File: config.mk
export PLATFORM = sky130hd
export DESIGN_NAME = traffic_seq
export DESIGN_NICKNAME = d
export VERILOG_FILES = /design/src/rtl/traffic_seq.sv
export SDC_FILE = /design/constraint.sdc
export NUM_CORES = 1
export LEC_CHECK = 0
export CAP_MARGIN = 40
export CORE_MARGIN = 1
export CORE_UTILIZATION = 30
export CTS_CLUSTER_DIAMETER = 30
export CTS_CLUSTER_SIZE = 28
export DETAILED_ROUTE_END_ITERATION = 10
export HOLD_SLACK_MARGIN = 0.08
export PLACE_DENSITY = 0.52
export SLEW_MARGIN = 20
export SYNTH_ARGS = -nofsm -noshare
export SYNTH_HDL_FRONTEND = slang
export SYNTH_SLANG_ARGS = --single-unit
File: constraint.sdc
create_clock -name clk50M -period 6.7 [get_ports clk50M]
set_input_delay 1.005 -clock clk50M [delete_from_list [all_inputs] [get_ports clk50M]]
set_output_delay 1.005 -clock clk50M [all_outputs]
set_load 0.01 [all_outputs]
File: src/rtl/traffic_seq.sv
// N-way traffic-light sequencer with demand skipping, rest-in-green and night flash.
// All state moves on the internal 1 s tick; lamp pins are registered and active-low.
module traffic_seq #(
    parameter int N_WAY    = 3,
    parameter int CLK_HZ   = 50000000,
    parameter int T_ALLRED = 5,
    parameter int T_PREP   = 2,
    parameter int T_GREEN  = 10,
    parameter int T_YELLOW = 2
) (
    input  logic                     clk50M,
    input  logic                     rst,
    input  logic [N_WAY-1:0]         req,
    input  logic                     flash_en,
    output logic [N_WAY-1:0]         green_n,
    output logic [N_WAY-1:0]         yellow_n,
    output logic [N_WAY-1:0]         red_n,
    output logic [$clog2(N_WAY)-1:0] cur_way,
    output logic                     tick
);

    localparam int CW = $clog2(N_WAY);
    localparam int PW = (CLK_HZ > 1) ? $clog2(CLK_HZ) : 1;
    localparam int TM1 = (T_ALLRED > T_PREP) ? T_ALLRED : T_PREP;
    localparam int TM2 = (T_GREEN > T_YELLOW) ? T_GREEN : T_YELLOW;
    localparam int TMAX = (TM1 > TM2) ? TM1 : TM2;
    localparam int SW = $clog2(TMAX + 1);

    typedef enum logic [2:0] {
        S_ALLRED,
        S_PREP,
        S_GREEN,
        S_YELLOW,
        S_FLASH
    } state_t;

    state_t          state_q, state_d;
    logic [PW-1:0]   presc_q, presc_d;
    logic [SW-1:0]   sec_q, sec_d;
    logic [CW-1:0]   way_q, way_d;
    logic            flash_q, flash_d;
    logic [N_WAY-1:0] red_n_q, red_n_d;
    logic [N_WAY-1:0] yel_n_q, yel_n_d;
    logic [N_WAY-1:0] grn_n_q, grn_n_d;

    logic            tick_w;
    logic            found;
    logic [CW-1:0]   next_way;
    logic            other_req;
    logic [N_WAY-1:0] oh;
    int              idx;

    always_comb begin
        tick_w  = 1'b0;
        presc_d = presc_q + 1'b1;
        if (presc_q == PW'(CLK_HZ - 1)) begin
            presc_d = '0;
            tick_w  = 1'b1;
        end
    end

    // Round-robin pick: starts after the last served way, ends on it.
    always_comb begin
        found    = 1'b0;
        next_way = way_q;
        idx      = 0;
        for (int i = 1; i <= N_WAY; i++) begin
            idx = (int'(way_q) + i) % N_WAY;
            if (!found && req[idx]) begin
                found    = 1'b1;
                next_way = CW'(idx);
            end
        end
    end

    always_comb begin
        other_req = 1'b0;
        for (int i = 0; i < N_WAY; i++) begin
            if (CW'(i) != way_q && req[i]) begin
                other_req = 1'b1;
            end
        end
    end

    always_comb begin
        state_d = state_q;
        sec_d   = sec_q;
        way_d   = way_q;
        flash_d = flash_q;
        if (tick_w) begin
            if (state_q == S_FLASH) begin
                if (flash_en) begin
                    flash_d = ~flash_q;
                end else begin
                    state_d = S_ALLRED;
                    sec_d   = '0;
                    flash_d = 1'b0;
                end
            end else if (flash_en) begin
                state_d = S_FLASH;
                sec_d   = '0;
                flash_d = 1'b1;
            end else begin
                sec_d = sec_q + 1'b1;
                unique case (state_q)
                    S_ALLRED: begin
                        if (sec_q == SW'(T_ALLRED - 1)) begin
                            sec_d = '0;
                            if (found) begin
                                state_d = S_PREP;
                                way_d   = next_way;
                            end
                        end
                    end
                    S_PREP: begin
                        if (sec_q == SW'(T_PREP - 1)) begin
                            state_d = S_GREEN;
                            sec_d   = '0;
                        end
                    end
                    S_GREEN: begin
                        // Counter saturates while resting in green.
                        if (sec_q >= SW'(T_GREEN - 1)) begin
                            sec_d = sec_q;
                            if (other_req) begin
                                state_d = S_YELLOW;
                                sec_d   = '0;
                            end
                        end
                    end
                    S_YELLOW: begin
                        if (sec_q == SW'(T_YELLOW - 1)) begin
                            state_d = S_ALLRED;
                            sec_d   = '0;
                        end
                    end
                    default: begin
                        state_d = S_ALLRED;
                        sec_d   = '0;
                    end
                endcase
            end
        end
    end

    always_comb begin
        oh      = N_WAY'(1) << way_d;
        red_n_d = '0;
        yel_n_d = '1;
        grn_n_d = '1;
        unique case (state_d)
            S_ALLRED: begin
            end
            S_PREP: begin
                yel_n_d = ~oh;
            end
            S_GREEN: begin
                red_n_d = oh;
                grn_n_d = ~oh;
            end
            S_YELLOW: begin
                red_n_d = oh;
                yel_n_d = ~oh;
            end
            S_FLASH: begin
                red_n_d = '1;
                yel_n_d = flash_d ? '0 : '1;
            end
            default: begin
            end
        endcase
    end

    always_ff @(posedge clk50M) begin
        if (rst) begin
            presc_q <= '0;
            sec_q   <= '0;
            state_q <= S_ALLRED;
            way_q   <= CW'(N_WAY - 1);
            flash_q <= 1'b0;
            red_n_q <= '0;
            yel_n_q <= '1;
            grn_n_q <= '1;
        end else begin
            presc_q <= presc_d;
            sec_q   <= sec_d;
            state_q <= state_d;
            way_q   <= way_d;
            flash_q <= flash_d;
            red_n_q <= red_n_d;
            yel_n_q <= yel_n_d;
            grn_n_q <= grn_n_d;
        end
    end

    assign tick     = tick_w;
    assign cur_way  = way_q;
    assign red_n    = red_n_q;
    assign yellow_n = yel_n_q;
    assign green_n  = grn_n_q;

endmodule

==> flow_summary.yaml <==
timing:
  fmax_ghz: 0.310
  rsz0062_at_grt: "false"
  hold_viol_final: 0
  finClkSkew_ns: 0.0101
  slew_headroom_pct: 50.2
  setup_slack_ns: 3.47
  fin_crit_sh_pct: 48.1
  period_needed_ns: 3.23
  worst_slew_pin_slew_ns: 0.742
  slew_viol_final: 0
  fin_tns_setup_ns: 0
  setup_viol: 0
job:
  drv_cap: 0
clock_tree:
  clk_pin_slew_ns: 0.09
  clock_sink_count: 45
  cts_resized: 0
  numCtsBuffers: 5
  clock-root-buffer: "clkbuf_8"
  insertion_delay_ns: 0.29
  cts.htree.levels: 2
  cts_max_path_buffers: 2
  post_cts_buffers: 0
  cts_hold_buffers: 0
  tritoncts: "done"
yosys:
  synthArstFlopShare_pct: 0
  ys_seq_area_share_pct: 37.7
  syn-num-nets: 295
  ys_top_cells_by_area: "dfxtp_1 38%, xor2_1 6.6%, nor2_1 6.1%"
  ys_types: 52
  synth_top_area_cell: "dfxtp_1"
  yosys_warnings: 0
  synth.top_cell.area_share_pct: 37.7
  ys.flop_type: "dfxtp_1"
  synth_enable_flop_cells: 0
  synthesis.instances: 279
  synth.avg_cell_area_sq_um: 8.56
  syn_area_sq_mm: 0.00239
  ys_ff_latch: 45
worst_setup_path:
  cp.arrival_ns: 2.22
  crit_chain: "ha_1, and4_4, nand3_4, nor3_1, clkdlybuf4s50_1"
  end_kind: "primary output"
  critPathKind: "flip-flop to primary output"
  worstPathRequired_ns: 5.69
  cpPeakStageDelay_ns: 0.59
  path_buf_inv: 1
  cp_slowest_cell: "clkdlybuf4s50_1"
  crit_path_start_kind: "flip-flop"
  critPathTopFamily: "simple AND/OR/NAND/NOR gates"
  crit_fanout: 6
global_route:
  antenna_found_initial: 0
  grt_max_degree: 26
  grt_pass1_wl_mm: 8.56
  gr-usage-all-layers_pct: 12.5
  grt_pass1_vias: 1844
  grt.overflow.total: 0
die:
  chipHeight_um: 91.2
  num_io_pins: 18
  core-area_sq_mm: 0.00773
  dieArea_sq_mm: 0.00832
  rows: 32
  die_x_um: 91.2
  initial_core_util_pct: 30.9
placed_design:
  placed_cells: 393
  io_buffers: 17
  place_congestion: 0.837
  dp_slack_ns: 3.62
  dp_hpwl_mm: 3.60
  dpl-instance-area_sq_mm: 0.00266
drt:
  viasPerCell: 4.92
  drt_iter0_drc: 94
  vias: 1973
  totalWireLength_mm: 4.86
  drc_errors: 0
  drt-pass1-iter-count: 4
  wl_per_cell_um: 12.1
  ant_nets: 0
run_status:
  status: "finished, final reports clean"
cells_and_area:
  area_growth_pct: 16.4
  fin_cells: 401
  drive_gt1_share_pct: 6.35
  fin_area_sq_mm: 0.00278
  nets: 314
  antenna_cells: 0
min_path:
  hp-class: "flip-flop to flip-flop"
pwr:
  power_density_mw_per_mm2: 180
  power_uw: 501
  p_leak_uw: 0.000961
  vdd_drop_max_uv: 119
==> area by class of cell <==
| cell class | count | area (sq um) |
|---|---|---|
| multi-input cells | 220 | 1430 |
| flip-flops and latches | 45 | 901 |
| repair buffers | 17 | 170 |
| inverters | 9 | 33.8 |
| clock buffers | 6 | 82.6 |
| well taps | 102 | 128 |
| fillers | 802 | 4950 |
| clock inverters | 2 | 37.5 |
==> layer usage <==
metal,global-route usage [%],routed length (um),up-vias
li1,-,-,1028
met1,16.8,2540,896
met2,19.6,2080,45
met3,3.27,202,4
met4,3.57,38,0
met5,0,0,-
==> stage by stage <==
stage	utilization (%)	hold slack [ns]
finish	36.0	0.475
detailed placement	34.4	0.458
CTS	36.0	0.480
global route	36.0	0.509
global placement	34.4	0.450
floorplan	-	0.430
==> cells by family (layout without fill, tap and decap cells) <==
logic type / count (synthesis) / after routing / share of synthesized area, %
AOI/OAI and AO/OA: 46 / 46 / 13.7
xor gates and xnor gates: 24 / 24 / 8.80
adders and majority gates: 10 / 10 / 5.24
buffers and inverters: 14 / 34 / 2.51
DFF: 45 / 45 / 37.7
muxes: 3 / 3 / 1.26
and+or+nand+nor: 137 / 137 / 30.8
==> Yosys cell counts, drive strengths merged, types with 2 or more instances <==
cell    instances
nor3            7
nand3          15
and4            4
xor2           18
and3            3
or3             7
nor2           39
mux2i           3
nand2          28
clkbuf          4
nor4bb          2
o31ai           4
nor2b           5
o22ai           2
a31oi           3
xnor2           6
or4             2
nor4b           4
a21oi          11
o21a            4
nand2b          2
nand4           8
dfxtp          45
ha             10
o21ai           8
or2             2
o211ai          2
a21o            2
inv             9
nor3b           2
and2            4
==> cells in the final DEF, fill, tap and decap left out, drive strengths merged, types with 5 or more instances in the layout <==
cell type	instances
dfxtp	45
nor2	39
nand2	28
xor2	18
clkdlybuf4s50	17
nand3	15
a21oi	11
ha	10
inv	9
nand4	8
o21ai	8
nor3	7
or3	7
xnor2	6
clkbuf	6
nor2b	5
==> state kept, by name, summed over array words and instances, names as in the netlist <==
| register | flops |
|---|---|
| green_n | 3 |
| red_n | 3 |
| sec_q | 4 |
| yellow_n | 3 |
| presc_q | 26 |
| cur_way | 2 |
| flash_q | 1 |
| state_q | 3 |
==> worst paths after layout <==
check	from	endpoint	slack, ns	depth (start not counted)
setup / recovery	presc_q[0]	tick	3.47	5
hold / removal	presc_q[0]	presc_q[0]	0.47	1
setup reg to reg	presc_q[0]	red_n[0]	4.05	7
hold reg to reg	presc_q[0]	presc_q[0]	0.47	1
==> power by group <==
group | internal (uW) | leakage [uW] | switching [uW]
clock | 121 | 0.0000574 | 92.1
combinational | 6.97 | 0.000540 | 10.3
sequential | 269 | 0.000363 | 1.55
Note: power is estimated with default switching activity, not from simulation.
